===== src/rtl/mult_rr_arbiter_if.sv =====
// Requester, multiplier and response signals for mult_rr_arbiter.
// The slave modport is the arbiter's view; master is the environment's view.
interface mult_rr_arbiter_if #(
  parameter int unsigned BITS = 4,
  parameter int unsigned NREQ = 4,
  parameter int unsigned ID_W = 2
);
  logic [NREQ-1:0]      req_valid;
  logic [NREQ-1:0]      req_ready;
  logic [NREQ*BITS-1:0] req_a;
  logic [NREQ*BITS-1:0] req_b;
  logic [BITS-1:0]      mul_a;
  logic [BITS-1:0]      mul_b;
  logic [2*BITS-1:0]    mul_p;
  logic                 rsp_valid;
  logic                 rsp_ready;
  logic [ID_W-1:0]      rsp_id;
  logic [2*BITS-1:0]    rsp_product;
  logic [7:0]           done_cnt;

  modport slave (
    input  req_valid, req_a, req_b, mul_p, rsp_ready,
    output req_ready, mul_a, mul_b, rsp_valid, rsp_id, rsp_product, done_cnt
  );

  modport master (
    output req_valid, req_a, req_b, mul_p, rsp_ready,
    input  req_ready, mul_a, mul_b, rsp_valid, rsp_id, rsp_product, done_cnt
  );
endinterface


===== src/rtl/mult_rr_arbiter.sv =====
// Round-robin arbiter that time-shares one registered multiplier among NREQ
// requesters and returns each product on a single tagged response channel.
module mult_rr_arbiter #(
  parameter int unsigned BITS = 4,
  parameter int unsigned NREQ = 4,
  parameter int unsigned ID_W = 2
) (
  input logic              clk_i,
  input logic              rst_i,
  mult_rr_arbiter_if.slave bus_io
);

  typedef enum logic [1:0] {StIdle, StIssue, StCapt, StResp} state_e;

  state_e            state_q, state_d;
  logic [ID_W-1:0]   ptr_q, ptr_d;
  logic [BITS-1:0]   op_a_q, op_a_d;
  logic [BITS-1:0]   op_b_q, op_b_d;
  logic [ID_W-1:0]   op_id_q, op_id_d;
  logic              rsp_valid_q, rsp_valid_d;
  logic [ID_W-1:0]   rsp_id_q, rsp_id_d;
  logic [2*BITS-1:0] rsp_product_q, rsp_product_d;
  logic [7:0]        done_cnt_q, done_cnt_d;

  logic              gnt_found;
  logic [ID_W-1:0]   gnt_id;
  logic [ID_W-1:0]   cand;
  logic [NREQ-1:0]   gnt_onehot;
  logic [BITS-1:0]   gnt_a;
  logic [BITS-1:0]   gnt_b;

  // Scan req_valid upward from ptr_q with wrap; the first set bit wins.
  always_comb begin
    gnt_found = 1'b0;
    gnt_id    = '0;
    cand      = '0;
    for (int unsigned k = 0; k < NREQ; k++) begin
      cand = ID_W'((32'(ptr_q) + k) % NREQ);
      if (!gnt_found && bus_io.req_valid[cand]) begin
        gnt_found = 1'b1;
        gnt_id    = cand;
      end
    end
  end

  // Select the winner's operands and form the one-hot grant vector.
  always_comb begin
    gnt_a      = '0;
    gnt_b      = '0;
    gnt_onehot = '0;
    for (int unsigned i = 0; i < NREQ; i++) begin
      if (gnt_id == ID_W'(i)) begin
        gnt_a         = bus_io.req_a[i*BITS +: BITS];
        gnt_b         = bus_io.req_b[i*BITS +: BITS];
        gnt_onehot[i] = gnt_found;
      end
    end
  end

  // Next-state logic for the IDLE -> ISSUE -> CAPT -> RESP sequence.
  always_comb begin
    state_d       = state_q;
    ptr_d         = ptr_q;
    op_a_d        = op_a_q;
    op_b_d        = op_b_q;
    op_id_d       = op_id_q;
    rsp_valid_d   = rsp_valid_q;
    rsp_id_d      = rsp_id_q;
    rsp_product_d = rsp_product_q;
    done_cnt_d    = done_cnt_q;
    unique case (state_q)
      StIdle: begin
        if (gnt_found) begin
          op_a_d  = gnt_a;
          op_b_d  = gnt_b;
          op_id_d = gnt_id;
          ptr_d   = (gnt_id == ID_W'(NREQ - 1)) ? '0 : gnt_id + ID_W'(1);
          state_d = StIssue;
        end
      end
      // Operands sit at the multiplier; it registers the product this edge.
      StIssue: state_d = StCapt;
      StCapt: begin
        rsp_product_d = bus_io.mul_p;
        rsp_id_d      = op_id_q;
        rsp_valid_d   = 1'b1;
        done_cnt_d    = done_cnt_q + 8'd1;
        state_d       = StResp;
      end
      StResp: begin
        if (bus_io.rsp_ready) begin
          rsp_valid_d = 1'b0;
          state_d     = StIdle;
        end
      end
      default: state_d = StIdle;
    endcase
  end

  // State registers; reset drops any in-flight operation.
  always_ff @(posedge clk_i or posedge rst_i) begin
    if (rst_i) begin
      state_q       <= StIdle;
      ptr_q         <= '0;
      op_a_q        <= '0;
      op_b_q        <= '0;
      op_id_q       <= '0;
      rsp_valid_q   <= 1'b0;
      rsp_id_q      <= '0;
      rsp_product_q <= '0;
      done_cnt_q    <= '0;
    end else begin
      state_q       <= state_d;
      ptr_q         <= ptr_d;
      op_a_q        <= op_a_d;
      op_b_q        <= op_b_d;
      op_id_q       <= op_id_d;
      rsp_valid_q   <= rsp_valid_d;
      rsp_id_q      <= rsp_id_d;
      rsp_product_q <= rsp_product_d;
      done_cnt_q    <= done_cnt_d;
    end
  end

  // Grant is combinational in IDLE only, and forced low while reset is held.
  assign bus_io.req_ready   = (state_q == StIdle && !rst_i) ? gnt_onehot : '0;
  assign bus_io.mul_a       = op_a_q;
  assign bus_io.mul_b       = op_b_q;
  assign bus_io.rsp_valid   = rsp_valid_q;
  assign bus_io.rsp_id      = rsp_id_q;
  assign bus_io.rsp_product = rsp_product_q;
  assign bus_io.done_cnt    = done_cnt_q;

endmodule


===== src/flat_wrapper.sv =====
// flat-port wrapper written by rule: the top's interface ports become plain ports
module mult_rr_arbiter_flat 
#(
  parameter int unsigned BITS = 4,
  parameter int unsigned NREQ = 4,
  parameter int unsigned ID_W = 2
)
  (clk_i, rst_i, bus_io_req_valid, bus_io_req_a, bus_io_req_b, bus_io_mul_p, bus_io_rsp_ready, bus_io_req_ready, bus_io_mul_a, bus_io_mul_b, bus_io_rsp_valid, bus_io_rsp_id, bus_io_rsp_product, bus_io_done_cnt);
  mult_rr_arbiter_if #(.BITS(BITS), .NREQ(NREQ), .ID_W(ID_W)) bus_io_i ();
  input logic clk_i;
  input logic rst_i;
  input wire logic [$bits(bus_io_i.req_valid)-1:0] bus_io_req_valid;
  input wire logic [$bits(bus_io_i.req_a)-1:0] bus_io_req_a;
  input wire logic [$bits(bus_io_i.req_b)-1:0] bus_io_req_b;
  input wire logic [$bits(bus_io_i.mul_p)-1:0] bus_io_mul_p;
  input wire logic [$bits(bus_io_i.rsp_ready)-1:0] bus_io_rsp_ready;
  output wire logic [$bits(bus_io_i.req_ready)-1:0] bus_io_req_ready;
  output wire logic [$bits(bus_io_i.mul_a)-1:0] bus_io_mul_a;
  output wire logic [$bits(bus_io_i.mul_b)-1:0] bus_io_mul_b;
  output wire logic [$bits(bus_io_i.rsp_valid)-1:0] bus_io_rsp_valid;
  output wire logic [$bits(bus_io_i.rsp_id)-1:0] bus_io_rsp_id;
  output wire logic [$bits(bus_io_i.rsp_product)-1:0] bus_io_rsp_product;
  output wire logic [$bits(bus_io_i.done_cnt)-1:0] bus_io_done_cnt;
  assign bus_io_i.req_valid = bus_io_req_valid;
  assign bus_io_i.req_a = bus_io_req_a;
  assign bus_io_i.req_b = bus_io_req_b;
  assign bus_io_i.mul_p = bus_io_mul_p;
  assign bus_io_i.rsp_ready = bus_io_rsp_ready;
  assign bus_io_req_ready = bus_io_i.req_ready;
  assign bus_io_mul_a = bus_io_i.mul_a;
  assign bus_io_mul_b = bus_io_i.mul_b;
  assign bus_io_rsp_valid = bus_io_i.rsp_valid;
  assign bus_io_rsp_id = bus_io_i.rsp_id;
  assign bus_io_rsp_product = bus_io_i.rsp_product;
  assign bus_io_done_cnt = bus_io_i.done_cnt;
  mult_rr_arbiter #(.BITS(BITS), .NREQ(NREQ), .ID_W(ID_W)) u_core (.clk_i(clk_i), .rst_i(rst_i), .bus_io(bus_io_i));
endmodule

===== config.mk =====
export PLATFORM = sky130hd
export DESIGN_NAME = mult_rr_arbiter_flat
export DESIGN_NICKNAME = d
export VERILOG_FILES = /design/src/rtl/mult_rr_arbiter_if.sv /design/src/rtl/mult_rr_arbiter.sv /design/src/flat_wrapper.sv
export SDC_FILE = /design/constraint.sdc
export NUM_CORES = 1
export LEC_CHECK = 0
export CORE_MARGIN = 5
export CORE_UTILIZATION = 43
export DETAILED_ROUTE_END_ITERATION = 8
export PLACE_DENSITY = 0.9
export RECOVER_POWER = 100
export REMOVE_ABC_BUFFERS = 1
export SYNTH_ARGS = -nofsm -noshare
export SYNTH_HDL_FRONTEND = slang
export SYNTH_SLANG_ARGS = --single-unit

===== constraint.sdc =====
create_clock -name clk_i -period 2.3 [get_ports clk_i]
set_input_delay 0.345 -clock clk_i [delete_from_list [all_inputs] [get_ports clk_i]]
set_output_delay 0.345 -clock clk_i [all_outputs]
set_load 0.05 [all_outputs]

==> impl_metrics.py, run 1 <==
metrics = {
    "yosys": {
        "synthTopCellsByCount": "dfrtp_1 (33), a21oi_1 (20), inv_1 (14), nor2_1 (13), mux2_2 (11)",
        "yosys-top-cells-area": "dfrtp_1 (44%), mux2_2 (6.7%), ha_1 (6.1%)",
        "synth_seq_area_share_pct": 44.5,
        "synthArstFlopShare_pct": 100,
        "synth_cells": 178,
        "synth_cell_types": 35,
        "synth_top_cell_area_share_pct": 44.5,
        "ys_ff_latch": 33,
        "syn_area_per_cell_um2": 10.4,
        "synth_top_area_cell": "dfrtp_1",
        "yosys_warnings": 0,
        "synth-edff-count": 0,
        "ys.flop_type": "dfrtp_1",
        "synth.most_common_cell": "dfrtp_1",
        "synth_area_um2": 1860,
    },
    "detailed_routing": {
        "totalWireLength_um": 5590,
        "via_per_inst": 5.41,
        "first_pass_iters": 4,
        "drc": 0,
        "wire_per_inst_um": 17.2,
        "via_count": 1758,
        "route.antenna.remaining_nets": 0,
        "first_iter_violations": 135,
    },
    "grt": {
        "grtUsageMet1_pct": 23.8,
        "grt_overflow_total": 0,
        "grt.busiest_layer": "met2",
        "met2_usage_pct": 36.0,
        "grt_max_degree": 25,
        "antenna_found_initial": 0,
        "first_global_vias": 1740,
        "grtUsageTotal_pct": 20.2,
        "grt_pass1_wl_um": 8610,
        "grt_use_met3_pct": 5.01,
    },
    "hold_path": {
        "min_path_type": "in2async",
    },
    "worst_setup_path": {
        "startpoint_type": "input port",
        "cp-end-kind": "primary output",
        "crit_chain": "dlygate4sd2_1 > nor2b_2 > o21a_1 > nor3_4 > ha_2 > and3_4 > buf_12",
        "critPathKind": "in2out",
        "worst_ep_required_time_ns": 1.96,
        "cp_data_arrival_time_ns": 1.91,
        "crit_buf_inv": 2,
        "max_stage_delay_ns": 0.28,
        "crit_slowest_cell": "nor3_4",
        "cp_top_family": "simple AND/OR/NAND/NOR gates",
        "path_max_fanout": 3,
    },
    "finish": {
        "final_util_pct": 74.5,
        "finalNonFillerCells": 325,
        "diodes": 0,
        "final_cell_area_um2": 3040,
        "drive_above_1_share_pct": 25.1,
        "syn2layout_area_growth_pct": 63.9,
        "fin_nets": 330,
    },
    "cts": {
        "cts_max_path_buffers": 2,
        "clock_latency_ns": 0.29,
        "cts_sinks": 33,
        "clk_pin_slew_worst_paths_ns": 0.07,
        "ctsHoldBuffers": 0,
        "cts_inserted_buffers": 5,
        "cts-root-buf": "clkbuf_8",
        "ctsHtreeMaxLevel": 2,
        "cts_tree": "yes",
    },
    "floorplanning": {
        "dieArea_um2": 5730,
        "die_h_um": 75.7,
        "io_pins": 78,
        "core_area_um2": 4090,
        "start_util_pct": 45.4,
        "fp-row-count": 23,
        "die_w_um": 75.7,
    },
    "placed_design": {
        "dp_cells": 317,
        "portBuffers": 77,
        "hpwl_um": 4020,
        "gp_congestion": 0.845,
        "dpl_cell_area_um2": 2830,
    },
    "sta": {
        "period_share_pct": 98.3,
        "max_freq_mhz": 443,
        "setup_viol": 0,
        "tightest_slew_ns": 0.760,
        "relSlewSlack_pct": 49.3,
        "rsz0062_at_grt": "no",
        "hold_violations": 0,
        "whs_ns": 0.461,
        "slew_violations": 0,
        "fin_worst_skew_ns": 0.00749,
        "fin_crit_ns": 2.26,
    },
    "job": {
        "maxCapViolations": 0,
    },
    "power_and_ir_drop": {
        "p_per_area_nw_per_um2": 1480,
        "vdd_drop_max_uv": 761,
        "p_leak_nw": 1.31,
    },
    "outcome": {
        "outcome": "completed",
    },
}
-- sequential cells by signal (all words and copies together), names as in the netlist --
signal	cells
u_core.bus_io.mul_b	4
u_core.bus_io.done_cnt	8
u_core.bus_io.mul_a	4
u_core.bus_io.rsp_product	8
u_core.op_id_q	2
u_core.ptr_q	2
u_core.state_q	2
u_core.bus_io.rsp_valid	1
u_core.bus_io.rsp_id	2
-- what timing repair did --
| action | 4_1_cts | 5_1_grt |
|---|---|---|
| gates resized for setup | 27 | 5 |
| gates cloned | 0 | 0 |
| pin swaps | 5 | 0 |
| buffers inserted | 0 | 0 |
| setup endpoints to repair | 9 | 4 |
-- through the flow --
stage                     power [W]  setup WS (ns)  TNS, ns
final                       0.00450         0.0401        0
after global routing        0.00473        0.00114        0
after CTS                   0.00458         0.0254        0
after detailed placement    0.00381         -0.317    -2.95
after global placement      0.00372         -0.228    -2.30
after floorplan             0.00282         0.0440        0
-- metal layers --
layer  share of wire, %  wire length [um]
met1                 38              2150
met5                  0                 0
met4                1.5                86
met2                 54              3000
met3                6.3               353
-- where the power goes --
| part | internal (W) | leakage [nW] | switching (W) |
|---|---|---|---|
| Clock | 0.000430 | 0.0681 | 0.000218 |
| Sequential | 0.000868 | 0.393 | 0.000205 |
| Combinational | 0.00108 | 0.851 | 0.00170 |
| Total | 0.00237 | 1.31 | 0.00212 |
-- worst register-to-register path, delay by kind of cell (launching register included) --
| family | cells | cell delay, ns |
|---|---|---|
| buf+inv | 1 | 0.17 |
| fa+ha+maj | 1 | 0.20 |
| simple gates | 3 | 0.59 |
| flops | 1 | 0.41 |
| compound gates | 3 | 0.66 |
-- worst paths after layout --
kind	startpoint	endpoint	slack (ns)	cells after the start
hold / removal	rst_i	u_core.bus_io.mul_b[1]$_DFFE_PP0P_	0.46	2
hold reg to reg	u_core.bus_io.done_cnt[7]$_DFFE_PP0P_	u_core.bus_io.done_cnt[7]$_DFFE_PP0P_	0.47	1
setup / recovery	bus_io_req_valid[2]	bus_io_req_ready[3]	0.04	7
setup reg to reg	u_core.ptr_q[0]$_DFFE_PP0P_	u_core.bus_io.mul_a[0]$_DFFE_PP0P_	0.21	8
min in group clk_i	u_core.bus_io.done_cnt[7]$_DFFE_PP0P_	u_core.bus_io.done_cnt[7]$_DFFE_PP0P_	0.47	1
max in group asynchronous	rst_i	u_core.bus_io.rsp_product[3]$_DFFE_PP0P_	0.95	3
-- final cells by class --
| type | instances | area, um2 |
|---|---|---|
| flip-flops and latches | 33 | 827 |
| multi-input cells | 121 | 1020 |
| clock buffers | 5 | 68.8 |
| inverters | 14 | 52.6 |
| clock inverters | 3 | 65.1 |
| repair buffers | 99 | 950 |
| fillers | 279 | 1040 |
| well taps | 50 | 62.6 |
-- layout by cell type, fill, tap and decap left out, types with 5 or more instances in the layout --
cell type,instances
clkdlybuf4s50_1,41
dfrtp_1,32
dlygate4sd3_1,28
a21oi_1,18
buf_4,15
inv_1,14
nor2_1,11
mux2_2,11
nand2_1,9
nand3b_1,8
a221o_1,8
a21oi_2,8
ha_1,5
clkbuf_8,5
-- logic make-up after synthesis --
family	after synthesis	synth area share (%)
and+or+nand+nor	48	13.5
AOI/OAI and AO/OA	44	18.4
DFF	33	44.5
buffers and inverters	24	6.40
muxes	13	7.82
adders and majority gates	9	6.06
xor gates and xnor gates	7	3.30
Power figures use the tool's default switching activity.
==> inputs of run 2 (changes only) <==
--- a/config.mk
+++ b/config.mk
@@ -10,7 +10,6 @@
 export DETAILED_ROUTE_END_ITERATION = 8
 export PLACE_DENSITY = 0.9
 export RECOVER_POWER = 100
-export REMOVE_ABC_BUFFERS = 1
 export SYNTH_ARGS = -nofsm -noshare
 export SYNTH_HDL_FRONTEND = slang
 export SYNTH_SLANG_ARGS = --single-unit
==> impl_metrics.py, run 2 (same netlist as run 1, synthesis figures left out) <==
metrics = {
    "cts": {
        "cts-root-buf": "clkbuf_8",
        "ctsHtreeMaxLevel": 2,
        "cts_sinks": 33,
        "clk_pin_slew_worst_paths_ns": 0.07,
        "cts_tree": "yes",
        "clock_latency_ns": 0.29,
        "cts_inserted_buffers": 5,
        "cts_max_path_buffers": 2,
    },
    "worst_setup_path": {
        "cp_data_arrival_time_ns": 1.90,
        "max_stage_delay_ns": 0.39,
        "cp-end-kind": "primary output",
        "worstSetupPathDepth": 7,
        "critPathKind": "in2out",
        "rr_startpoint": "u_core.ptr_q[0]$_DFFE_PP0P_",
        "cp_top_family": "simple AND/OR/NAND/NOR gates",
        "crit_slowest_cell": "or3_4",
        "path_max_fanout": 3,
        "crit_chain": "dlygate4sd2_1 > nor2b_2 > o21a_1 > or3_4 > ha_2 > and3_4 > buf_12",
        "r2r_slack_ns": 0.23,
        "timing.rr.end": "u_core.bus_io.mul_b[3]$_DFFE_PP0P_",
        "reg2regPathDepth": 8,
        "worst_ep_required_time_ns": 1.96,
        "startpoint_type": "input port",
        "crit_buf_inv": 2,
    },
    "detailed_routing": {
        "drt-met1-wl_um": 2100,
        "top_layer": "met4",
        "via_per_inst": 5.36,
        "first_iter_violations": 166,
        "drc": 0,
        "route.antenna.remaining_nets": 0,
        "wl_met2_um": 2910,
        "totalWireLength_um": 5560,
        "via_count": 1780,
        "first_pass_iters": 4,
        "wl_met3_um": 431,
        "wire_per_inst_um": 16.7,
    },
    "floorplanning": {
        "fp-row-count": 23,
        "dieArea_um2": 5730,
        "die_h_um": 75.7,
        "io_pins": 78,
        "die_w_um": 75.7,
        "core_area_um2": 4090,
        "start_util_pct": 45.4,
    },
    "power_and_ir_drop": {
        "p_int_w": 0.00215,
        "vdd_drop_max_uv": 693,
        "p_clk_share_pct": 10.2,
        "power_frac_comb_pct": 64.5,
        "p_leak_nw": 1.33,
        "p_seq_share_pct": 25.3,
        "p_per_area_nw_per_um2": 1410,
        "swShare_pct": 49.0,
        "p_sw_w": 0.00206,
    },
    "sta": {
        "fin_crit_ns": 2.25,
        "period_share_pct": 97.7,
        "tightest_slew_ns": 0.780,
        "rsz0062_at_grt": "no",
        "slew_violations": 0,
        "fin_worst_skew_ns": 0.00319,
        "setup_viol": 0,
        "whs_ns": 0.445,
        "finalSetupTns_ns": 0,
        "relSlewSlack_pct": 48.0,
        "max_freq_mhz": 445,
        "layout_setup_ws_ns": 0.0533,
        "hold_violations": 0,
    },
    "hold_path": {
        "min_path_type": "in2async",
    },
    "finish": {
        "final_cell_mix": "clkdlybuf4s50_1 (41), dfrtp_1 (32), dlygate4sd3_1 (28), buf_4 (24), a21oi_1 (18)",
        "drive_above_1_share_pct": 25.2,
        "syn2layout_area_growth_pct": 61.2,
        "final_common_cell": "clkdlybuf4s50_1",
        "final_util_pct": 73.2,
        "diodes": 0,
        "fin_nets": 337,
    },
    "yosys": {
        "syn_nets": 234,
    },
    "grt": {
        "grt_max_degree": 32,
        "grt_overflow_total": 0,
        "grt_pass1_wl_um": 8500,
        "first_global_vias": 1904,
        "antenna_found_initial": 0,
        "grtUsageTotal_pct": 20.0,
    },
    "job": {
        "maxCapViolations": 0,
    },
    "placed_design": {
        "portBuffers": 77,
        "dp_slack_ns": -0.215,
        "hpwl_um": 3950,
        "gp_congestion": 0.807,
    },
    "outcome": {
        "outcome": "completed",
    },
}
[run 2: metrics by stage]
step                total power (W)  cells  area, um2
finish                      0.00421    332       2990
global route                0.00445    332       2990
CTS                         0.00430    330       2990
detailed placement          0.00381    317       2830
global placement            0.00372    317       2830
floorplan                   0.00289    178       1860
[run 2: worst max path at each step]
stage | startpoint | endpoint | slack, ns
finish | bus_io_req_valid[2] | bus_io_req_ready[2] | 0.05
floorplan | bus_io_req_valid[0] | bus_io_req_ready[3] | 0.03
global placement | bus_io_req_valid[0] | u_core.bus_io.mul_b[2]$_DFFE_PP0P_ | -0.14
CTS | bus_io_req_valid[3] | bus_io_req_ready[0] | -0.009
detailed placement | bus_io_req_valid[0] | u_core.bus_io.mul_b[2]$_DFFE_PP0P_ | -0.21
global route | bus_io_req_valid[2] | bus_io_req_ready[2] | 0.02
[run 2: worst register-to-register path: stages (launching register included)]
cell      delay (ns)
dfrtp_1         0.40
or2b_1          0.27
a21oi_2         0.22
or2_1           0.17
ha_1            0.20
clkbuf_2        0.20
a21oi_1         0.10
a221o_1         0.34
a21oi_2         0.12
[run 2: final cells by class]
| type | instances | area (um2) |
|---|---|---|
| well taps | 50 | 62.6 |
| clock buffers | 6 | 72.6 |
| clock inverters | 2 | 10.0 |
| multi-input cells | 121 | 958 |
| inverters | 14 | 52.6 |
| fillers | 300 | 1090 |
| flip-flops and latches | 33 | 827 |
| repair buffers | 106 | 1010 |
[run 2: timing repair]
| action | 4_1_cts | 5_1_grt |
|---|---|---|
| gates resized for setup | 14 | 6 |
| pin swaps | 3 | 4 |
| endpoints found under the setup margin | 4 | 4 |
| hold buffers | 0 | 0 |
| buffers inserted | 5 | 2 |
[run 2: routing by layer]
metal,track usage (%),up-vias
li1,-,841
met1,23.0,851
met2,34.5,77
met3,4.49,11
met4,10.3,0
met5,0,-
[run 2: power groups by stage]
stage | Combinational, W | Sequential, W | Clock (W)
2_1_floorplan | 0.00107 | 0.00182 | 0
3_3_place_gp | 0.00266 | 0.00106 | 0
3_5_place_dp | 0.00273 | 0.00108 | 0
4_1_cts | 0.00279 | 0.00107 | 0.000433
5_1_grt | 0.00289 | 0.00111 | 0.000452
6_report | 0.00271 | 0.00107 | 0.000427
==> inputs of run 3 (changes only) <==
==> constraint.sdc (replaced) <==
create_clock -name clk_i -period 2.3 [get_ports clk_i]
set_input_delay 0.46 -clock clk_i [delete_from_list [all_inputs] [get_ports clk_i]]
set_output_delay 0.46 -clock clk_i [all_outputs]
set_load 0.05 [all_outputs]
==> impl_metrics.py, run 3 (same netlist as run 1, synthesis figures left out) <==
metrics = {
    "outcome": {
        "outcome": "complete, but fails checks",
        "violations": "setup timing",
    },
    "sta": {
        "hold_violations": 0,
        "relSlewSlack_pct": 49.9,
        "slew_violations": 0,
        "period_share_pct": 103,
        "fin_crit_ns": 2.37,
        "tightest_slew_ns": 0.751,
        "fin_worst_skew_ns": 0.00313,
        "layout_setup_ws_ns": -0.0688,
        "setup_viol": 4,
        "max_freq_mhz": 422,
        "rsz0062_at_grt": "yes",
    },
    "detailed_routing": {
        "via_count": 1737,
        "first_pass_iters": 6,
        "via_per_inst": 5.28,
        "route.antenna.remaining_nets": 0,
        "wire_per_inst_um": 16.4,
        "first_iter_violations": 54,
        "totalWireLength_um": 5390,
        "drc": 0,
    },
    "worst_setup_path": {
        "path_max_fanout": 3,
        "reg2regPathDepth": 8,
        "r2r_slack_ns": 0.11,
        "cp_data_arrival_time_ns": 1.91,
        "critPathKind": "reg2out",
        "timing.rr.end": "u_core.bus_io.mul_b[2]$_DFFE_PP0P_",
        "rr_startpoint": "u_core.ptr_q[0]$_DFFE_PP0P_",
        "startpoint_type": "flop",
        "cp-end-kind": "primary output",
        "worst_ep_required_time_ns": 1.84,
    },
    "cts": {
        "ctsHtreeMaxLevel": 2,
        "cts_max_path_buffers": 2,
        "cts_sinks": 33,
        "clock_latency_ns": 0.29,
        "cts_inserted_buffers": 5,
        "cts_tree": "yes",
        "cts-root-buf": "clkbuf_8",
        "clk_pin_slew_worst_paths_ns": 0.07,
    },
    "grt": {
        "grtUsageMet1_pct": 22.1,
        "grt_overflow_total": 0,
        "grt_max_degree": 29,
        "first_global_vias": 1790,
        "grt.busiest_layer": "met2",
        "antenna_found_initial": 0,
        "grt_use_met3_pct": 6.20,
        "grtUsageTotal_pct": 19.8,
        "grt_pass1_wl_um": 8450,
        "met2_usage_pct": 35.4,
    },
    "hold_path": {
        "whs_path_depth": 1,
        "hold-path-endpoint": "u_core.bus_io.done_cnt[7]$_DFFE_PP0P_",
        "hold_start": "u_core.bus_io.done_cnt[7]$_DFFE_PP0P_",
        "min_path_type": "reg2reg",
    },
    "finish": {
        "diodes": 0,
        "drive_above_1_share_pct": 26.5,
        "fill_cells": 309,
        "syn2layout_area_growth_pct": 62.7,
        "final_common_cell": "clkdlybuf4s50_1",
        "fin_nets": 334,
        "final_cell_mix": "clkdlybuf4s50_1 (41), dfrtp_1 (33), dlygate4sd3_1 (28), buf_4 (21), a21oi_1 (18)",
        "finalNonFillerCells": 329,
    },
    "floorplanning": {
        "die_h_um": 75.7,
        "io_pins": 78,
        "core_area_um2": 4090,
        "die_w_um": 75.7,
        "fp-row-count": 23,
        "start_util_pct": 45.4,
        "dieArea_um2": 5730,
    },
    "yosys": {
        "syn_nets": 234,
    },
    "power_and_ir_drop": {
        "p_leak_nw": 1.31,
        "p_sw_w": 0.00208,
        "p_clk_share_pct": 9.8,
        "vdd_drop_max_uv": 565,
        "p_seq_share_pct": 25.1,
        "swShare_pct": 49.0,
        "power_frac_comb_pct": 65.1,
        "p_int_w": 0.00216,
        "p_per_area_nw_per_um2": 1400,
    },
    "placed_design": {
        "portBuffers": 77,
        "hpwl_um": 3880,
        "dp_cells": 317,
        "dp_slack_ns": -0.429,
        "gp_congestion": 0.868,
    },
    "job": {
        "maxCapViolations": 0,
    },
}
## run 3: worst max-delay path, stage by stage (launching register included)
cell and delay [ns]:
dfrtp_1 0.42, or2b_4 0.30, a21oi_2 0.23, or2_4 0.20, ha_4 0.14, and3_4 0.20
buf_12 0.13
## run 3: area by class of cell
| type | count | area (um2) | area share, % |
|---|---|---|---|
| clock buffer | 6 | 72.6 | 2.40 |
| clock inverter | 2 | 10.0 | 0.331 |
| inverter | 14 | 52.6 | 1.74 |
| multi-input combinational | 121 | 1020 | 33.7 |
| sequential | 33 | 826 | 27.3 |
| tap | 50 | 62.6 | 2.07 |
| timing repair buffer | 103 | 978 | 32.4 |
## run 3: worst max-delay path by stage
stage,start,end,slack (ns),cells past startpoint
CTS,u_core.ptr_q[0]$_DFFE_PP0P_,bus_io_req_ready[2],-0.03,6
finish,u_core.ptr_q[0]$_DFFE_PP0P_,bus_io_req_ready[1],-0.07,6
global placement,bus_io_req_valid[0],bus_io_req_ready[0],-0.34,7
floorplan,bus_io_req_valid[0],bus_io_req_ready[3],-0.08,7
global route,u_core.ptr_q[0]$_DFFE_PP0P_,bus_io_req_ready[1],-0.1,6
detailed placement,bus_io_req_valid[2],u_core.bus_io.mul_b[2]$_DFFE_PP0P_,-0.43,10
## run 3: repair_timing
action                                 in CTS  in global routing
hold buffers                                0                  0
pin swaps                                   4                  3
setup buffers                               2                  2
gates resized for setup                    30                  6
endpoints found under the hold margin       0                  0
setup endpoints to repair                  12                  4
## run 3: metal layers
| layer | routed length (um) | vias to the layer above |
|---|---|---|
| met2 | 2590 | 79 |
| met4 | 113 | 0 |
| met3 | 527 | 8 |
| li1 | - | 835 |
| met5 | 0 | - |
| met1 | 2160 | 815 |
## run 3: power by group through the flow
stage	Combinational (W)	Sequential (W)	Clock, W
6_report	0.00276	0.00106	0.000416
5_1_grt	0.00296	0.00109	0.000452
4_1_cts	0.00283	0.00107	0.000429
3_5_place_dp	0.00272	0.00107	0
3_3_place_gp	0.00266	0.00105	0
2_1_floorplan	0.00107	0.00182	0
## run 3: through the flow
step                      cell area (um2)  util [%]  TNS (ns)  total power (W)  hold WS [ns]
after floorplan                      1870         -   -0.0798          0.00290         0.438
after global placement               2840      69.4     -3.71          0.00371         0.464
after detailed placement             2840      69.4     -4.45          0.00380         0.457
after CTS                            3010      73.6   -0.0430          0.00433         0.399
after global routing                 3020      73.9    -0.319          0.00451         0.484
final                                3020      73.9    -0.168          0.00423         0.463
